==> config.mk <==
export PLATFORM = sky130hd
export DESIGN_NAME = viterbi_decoder
export DESIGN_NICKNAME = d
export VERILOG_FILES = /design/src/rtl/viterbi_decoder.sv
export SDC_FILE = /design/constraint.sdc
export NUM_CORES = 1
export LEC_CHECK = 0
export CORE_ASPECT_RATIO = 1.2
export CORE_MARGIN = 2
export CORE_UTILIZATION = 25
export CTS_CLUSTER_DIAMETER = 80
export CTS_CLUSTER_SIZE = 8
export DETAILED_ROUTE_END_ITERATION = 10
export HOLD_SLACK_MARGIN = 0.02
export RECOVER_POWER = 100
export SLEW_MARGIN = 20
export SYNTH_ARGS = -nofsm -noshare
export SYNTH_HDL_FRONTEND = slang
export SYNTH_SLANG_ARGS = --single-unit
==> constraint.sdc <==
create_clock -name clk -period 13.24 [get_ports clk]
set_input_delay 1.324 -clock clk [delete_from_list [all_inputs] [get_ports clk]]
set_output_delay 1.324 -clock clk [all_outputs]
set_load 0.005 [all_outputs]
==> src/rtl/viterbi_decoder.sv <==
// Hard-decision Viterbi decoder for the rate-1/2, K=3 (7,5) code.
// Four-state add-compare-select with register-exchange survivor paths.
//
//   state    | meaning
//   ---------+--------------------------------------------------
//   PHASE_R0 | waiting for g0 of a pair; a valid bit is latched as r0
//   PHASE_R1 | waiting for g1 of a pair; a valid bit triggers ACS
module viterbi_decoder #(
   parameter int TB_DEPTH = 15,
   parameter int METRIC_W = 4
) (
   input  logic clk,
   input  logic rst,
   input  logic in_valid,
   input  logic in_bit,
   output logic out_valid,
   output logic out_bit
);

   localparam int CNT_W = $clog2(TB_DEPTH + 1);
   localparam logic [CNT_W-1:0]    CNT_FULL = CNT_W'(TB_DEPTH);
   localparam logic [METRIC_W-1:0] PM_MAX   = '1;
   localparam logic [METRIC_W-1:0] PM_INIT  = METRIC_W'(3);

   localparam logic [0:0] PHASE_R0 = 1'b0;
   localparam logic [0:0] PHASE_R1 = 1'b1;

   logic [0:0]                     phase;
   logic                           r0;
   logic [CNT_W-1:0]               pair_cnt;
   logic [CNT_W-1:0]               pair_cnt_nxt;
   logic [3:0][METRIC_W-1:0]       pm;
   logic [3:0][METRIC_W-1:0]       pm_raw;
   logic [3:0][METRIC_W-1:0]       pm_nxt;
   logic [3:0][TB_DEPTH-1:0]       path;
   logic [3:0][TB_DEPTH-1:0]       path_nxt;
   logic [METRIC_W-1:0]            pm_min;
   logic [1:0]                     best;

   function automatic logic [METRIC_W-1:0] sat_add(input logic [METRIC_W-1:0] m,
                                                   input logic [1:0] b);
      logic [METRIC_W:0] s;
      s = {1'b0, m} + (METRIC_W+1)'(b);
      return s[METRIC_W] ? PM_MAX : s[METRIC_W-1:0];
   endfunction

   // New state {u,a}; predecessors {a,0} and {a,1} expect (u^a, u) and (~(u^a), ~u).
   for (genvar ns = 0; ns < 4; ns++) begin : g_acs
      localparam logic U  = 1'(ns / 2);
      localparam logic A  = 1'(ns % 2);
      localparam int   P0 = 2 * (ns % 2);
      localparam int   P1 = P0 + 1;

      logic [1:0]          bm0;
      logic [1:0]          bm1;
      logic [METRIC_W-1:0] cand0;
      logic [METRIC_W-1:0] cand1;
      logic                take1;

      assign bm0   = {1'b0, r0 ^ (U ^ A)} + {1'b0, in_bit ^ U};
      assign bm1   = {1'b0, r0 ^ ~(U ^ A)} + {1'b0, in_bit ^ ~U};
      assign cand0 = sat_add(pm[P0], bm0);
      assign cand1 = sat_add(pm[P1], bm1);
      assign take1 = cand1 < cand0;

      assign pm_raw[ns]   = take1 ? cand1 : cand0;
      assign path_nxt[ns] = {(take1 ? path[P1][TB_DEPTH-2:0] : path[P0][TB_DEPTH-2:0]), U};
   end

   // Strict compare keeps the lowest index on ties.
   always_comb begin
      pm_min = pm_raw[0];
      best   = 2'd0;
      pm_nxt = '0;
      for (int i = 1; i < 4; i++) begin
         if (pm_raw[i] < pm_min) begin
            pm_min = pm_raw[i];
            best   = 2'(i);
         end
      end
      for (int i = 0; i < 4; i++) begin
         pm_nxt[i] = pm_raw[i] - pm_min;
      end
   end

   assign pair_cnt_nxt = (pair_cnt == CNT_FULL) ? pair_cnt : pair_cnt + CNT_W'(1);

   always_ff @(posedge clk) begin
      if (rst) begin
         phase     <= PHASE_R0;
         r0        <= 1'b0;
         pair_cnt  <= '0;
         out_valid <= 1'b0;
         out_bit   <= 1'b0;
         path      <= '0;
         pm[0]     <= '0;
         for (int i = 1; i < 4; i++) begin
            pm[i] <= PM_INIT;
         end
      end else begin
         out_valid <= 1'b0;
         if (in_valid) begin
            if (phase == PHASE_R0) begin
               r0    <= in_bit;
               phase <= PHASE_R1;
            end else begin
               phase    <= PHASE_R0;
               pm       <= pm_nxt;
               path     <= path_nxt;
               pair_cnt <= pair_cnt_nxt;
               if (pair_cnt_nxt == CNT_FULL) begin
                  out_valid <= 1'b1;
                  out_bit   <= path_nxt[best][TB_DEPTH-1];
               end
            end
         end
      end
   end

endmodule

# == Yosys cells after proc, flatten, opt, wreduce, memory -nomap -nowiden ==
# Index checks and enable logic that the tools add are counted.
# totals
wordCells,75
inputBits,4
reg_bits,78
ramBits,0
latchBits,0
romBits,0
out_inout_bits,2
mem_count,0
# op_classes
n_reduce_logical,4
eq_ne,2
mux,27
magnitude_cmp,8
add_sub_neg,17
bitwise,4
multipliers,0
n_shift,0
div_mod_pow,0
# ops
cell,n
two-way mux 4 bit,16
two-way mux 14 bit,4
adder 4 x 2 -> 5 bit,8
binary-select mux 15 bit (select 2 bit),1
< comparator 4 bit,7
subtractor 4 bit,4
two-way mux 15 bit,1
adder 1 x 1 -> 2 bit,4
"== test 4 bit, second input constant",2
"adder 4 x 1 -> 4 bit, second input constant",1
two-way mux 2 bit,2
inverter 1 bit,4
AND reduction 2 bit,2
"< comparator 2 x 3 -> 1 bit, second input constant",1
two-way mux 1 bit,3
AND reduction 3 bit,1
OR reduction 3 bit,1

# == Longest topological paths before layout ==
# logic_depth
ltp_word,14
mapped_depth,41
mapped_depth_nobuf,41

# == Worst setup path after synthesis ==
# OpenSTA, ideal clock, no wires.
# synth_path
path_kind,input to register
start,input port in_bit
end,register pm[11] in the netlist's numbering
n_path_buf,0
required_ps,13170
setup_ps,70
setup_slack_ps,4281
t_arrival_ps,8888
cell_stages,40
path_cell_list,inv_1 ha_1 ha_1 ha_1 a21oi_2 nand4_1 a22o_1 ha_1 nor2b_1 o311ai_0 nand3_1 mux2i_1 inv_1 ha_1 a21oi_1 o21ba_2 o21a_1 a31oi_4 [... 4 more ...] o21ai_0 nand2b_1 nand2_1 o22a_1 and2_4 mux2_4 inv_1 ha_1 or2_2 a31o_2 o41ai_4 mux2i_1 ha_1 a21o_1 a21oi_1 xnor2_1 nand2_1 a21oi_1
# synth_via
elab_chain_len,13
word_cells_on_any_way,36
cone_classes,add/sub (13); order compare (7); mux (15); bitwise (1)
# synth_lines
element,line_no,source
from (decl),15,"input logic in_bit,"
inverter 1 bit (no line),n/a,
adder 1 x 1 -> 2 bit,"60, 61",
adder 4 x 2 -> 5 bit,43,"s = {1'b0, m} + (METRIC_W+1)'(b);"
two-way mux 4 bit,44,return s[METRIC_W] ? PM_MAX : s[METRIC_W-1:0];
< comparator 4 bit,64,assign take1 = cand1 < cand0;
two-way mux 4 bit,66,assign pm_raw[ns] = take1 ? cand1 : cand0;
< comparator 4 bit,76,if (pm_raw[i] < pm_min) begin
two-way mux 4 bit,76,
< comparator 4 bit,76,
two-way mux 4 bit,76,
< comparator 4 bit,76,
two-way mux 4 bit,76,
subtractor 4 bit *,82,pm_nxt[i] = pm_raw[i] - pm_min;
to (signal assigned),108,pm <= pm_nxt;
to (decl),32,logic [3:0][METRIC_W-1:0] pm;
# Every way passes the cells marked *; elsewhere a longest branch is shown, timed or not.
# A chain may end at the register's enable or synchronous reset.

# == Worst setup path after layout ==
# layout_path
start,input port in_bit
end,register pm[7] in the netlist's numbering
# Same word-level chain as after synthesis.

==> reports/metrics.yaml <==
critical_path:
  startpoint_type: "input pin"
  r2r_cells: 39
  cp.required_ns: 13.29
  rrSetupSlack_ns: 3.48
  max_stage_delay_ns: 1.10
  worstPathMaxFanout: 8
  critPathKind: "input pin to register"
  timing.rr.start: "r0"
  slowest_stage: "o41ai_1"
  cpMostUsedCell: "ha_1"
  endpoint_kind: "register"
  arrival_ns: 11.07
  r2r_end: "pm[7]"
cts:
  cts.sinks: 75
  cts_made_buffers: 9
  path_clk_slew_ns: 0.06
  cts_tree: "built"
  clockBufferDepth: 2
  cts_resized: 0
  postCtsHoldBufs: 0
  cts-root-buf: "clkbuf_16"
  cts.htree.levels: 3
  cts_setup_buffers: 0
  clk_latency_ns: 0.34
detailed_routing:
  via_count: 4363
  dr.pass1.iters: 4
  post_drt_wl_per_cell_um: 13.4
  via_per_inst: 4.82
  dr.first_iter.drc_count: 130
  drcViolationCount: 0
  routed_wl_mm: 12.1
  antenna_left: 0
global_route:
  grt_pass1_wl_mm: 20.0
  antenna_found_initial: 0
  gr-total-overflow: 0
  grt_use_total_pct: 10.4
  grt_max_degree: 80
  grt_pass1_vias: 4049
sta:
  drv_slew: 94
  tightest_slew_ns: 3.48
  hold_slack_ns: 0.459
  fmax_ghz: 0.0907
  hold_violations: 0
  final.period_utilization_pct: 83.3
  setup_slack_ns: 2.22
  slew_headroom_pct: -132
  fin_crit_ns: 11.02
  fin_tns_setup_ns: 0
  fin_skew_ns: 0.00672
  finalSetupViolations: 0
  rsz0062_at_grt: "no"
place:
  io_buffers: 5
  gp_congestion: 0.855
  placed_area_um2: 5760
  place_ws_ns: 2.83
  dp.final_hpwl_mm: 8.76
synthesis:
  synthArstFlopShare_pct: 0
  syn_inst: 637
  synth_top_flop_cell: "dfxtp_1"
  ys_seq_elements: 75
  synth_edf_count: 0
  synth_area_per_cell_um2: 8.59
  syn-num-nets: 705
  synth_warnings: 0
  seq_area_frac_synth_pct: 27.4
  ys_types: 58
  synth_area_um2: 5470
floorplan:
  coreArea_um2: 21600
  ios: 6
  die_h_um: 166
  die_x_um: 139
  floorplan.initialDensity_pct: 25.4
  die_area_um2: 23100
  core.rowCount: 59
cells_and_area:
  synthToLayoutAreaGrowth_pct: 9.22
  drive_gt1_share_pct: 5.07
  num-fill-cells: 2339
  fin_nets: 694
  final_cell_area_um2: 5970
  diodes: 0
worst_hold_path:
  hold_end: "path[16]"
  hp-start: "path[16]"
  hold_class: "register to register"
  hold_depth: 2
run:
  drv_cap: 2
run_status:
  outcome: "complete, but fails checks"
  violations: "max-capacitance violations, max-slew violations"
-- worst max-delay path by stage --
stage               slack, ns  endpoint    from  cells past startpoint
floorplan                4.28    pm[11]  in_bit                     40
global placement         3.16     pm[3]  in_bit                     41
detailed placement       2.83     pm[7]  in_bit                     41
CTS                      3.15    pm[11]  in_bit                     41
global route             1.35    pm[11]  in_bit                     40
finish                   2.22     pm[7]  in_bit                     40
-- final cells by class --
cell class	count	area, um^2	share of cell area (%)
Multi-Input combinational cell	498	3670	61.4
Inverter	33	124	2.07
Sequential cell	75	1500	25.1
Timing Repair Buffer	9	63.8	1.07
Clock buffer	12	246	4.13
Clock inverter	4	26.3	0.440
Tap cell	274	343	5.74
-- cell usage after synthesis, types with 3 or more instances --
| master | n | area, um^2 |
|---|---|---|
| nor2_1 | 77 | 289 |
| mux2_2 | 6 | 67.6 |
| a22o_1 | 5 | 43.8 |
| clkbuf_1 | 22 | 82.6 |
| xnor2_1 | 13 | 114 |
| a211o_1 | 4 | 35.0 |
| o21ai_0 | 23 | 115 |
| and2_1 | 5 | 31.3 |
| nand2_1 | 43 | 161 |
| fa_1 | 4 | 80.1 |
| nand4_1 | 4 | 25.0 |
| nor3_1 | 4 | 20.0 |
| inv_1 | 33 | 124 |
| mux2i_1 | 61 | 611 |
| o211ai_1 | 3 | 22.5 |
| a31oi_1 | 3 | 18.8 |
| nand2b_1 | 4 | 25.0 |
| a21o_1 | 13 | 97.6 |
| nor2b_1 | 11 | 68.8 |
| dfxtp_1 | 75 | 1500 |
| buf_2 | 6 | 30.0 |
| nand3_1 | 7 | 35.0 |
| a211oi_1 | 50 | 375 |
| a21oi_1 | 41 | 205 |
| xor2_1 | 9 | 78.8 |
| o21a_1 | 6 | 45.0 |
| o21bai_1 | 6 | 45.0 |
| ha_1 | 60 | 751 |
-- cells in the final DEF (no fill, tap or decap), types with 4 or more instances in the layout --
cell,n
inv_1,33
a211oi_1,50
nand2b_1,4
mux2_2,5
fa_1,4
o21a_1,6
a211o_1,4
and2_1,4
xnor2_1,13
ha_1,60
nor2_1,78
nand2_1,43
nand4_1,4
o21bai_1,6
a31oi_1,4
nor2b_1,11
a21oi_1,42
clkbuf_1,5
xor2_1,9
dfxtp_1,75
nor3_1,4
clkbuf_16,9
nand3_1,7
a21o_1,13
a22o_1,5
mux2i_1,61
o21ai_0,23
-- critical path, delay by kind of cell --
family                   cells  cell delay (ns)
XOR/XNOR                     1             0.09
adder cells (fa/ha/maj)      8             2.33
AO/OA/AOI/OAI               16             3.82
buffers and inverters        5             1.01
multiplexers                 3             1.48
AND/OR/NAND/NOR              7             1.02
-- metrics by stage --
stage | instances | util (%)
finish | 905 | 27.7
global route | 905 | 27.7
CTS | 905 | 28.0
detailed placement | 889 | 26.7
global placement | 889 | 26.7
floorplan | 637 | -
-- flip-flops by register name, summed over array words and instances (netlist names) --
name and count:
phase 1, pm 16, pair_cnt 4, r0 1, path 51, out_valid 1
out_bit 1
-- cells by family (layout without fill, tap and decap cells) --
| family | count (synthesis) | in the layout | share of synthesized area [%] |
|---|---|---|---|
| xor gates and xnor gates | 22 | 22 | 3.52 |
| buffers and inverters | 64 | 58 | 4.73 |
| adders and majority gates | 64 | 64 | 15.2 |
| muxes | 68 | 68 | 12.7 |
| and+or+nand+nor | 167 | 167 | 13.7 |
| DFF | 75 | 75 | 27.4 |
| AOI/OAI and AO/OA | 177 | 177 | 22.8 |
-- per-layer routing --
metal  up-vias  track usage (%)  wire [um]  share of wire, %
met5         -                0          0                 0
met4         0             3.78        274               2.3
met3        18             1.64        183               1.5
met2        31             17.3       5700                47
met1      2046             13.6       5950                49
li1       2268                -          -                 -
Power is not shown: default switching activity piles up to over one toggle a cycle in this logic, so the estimate is an artifact.
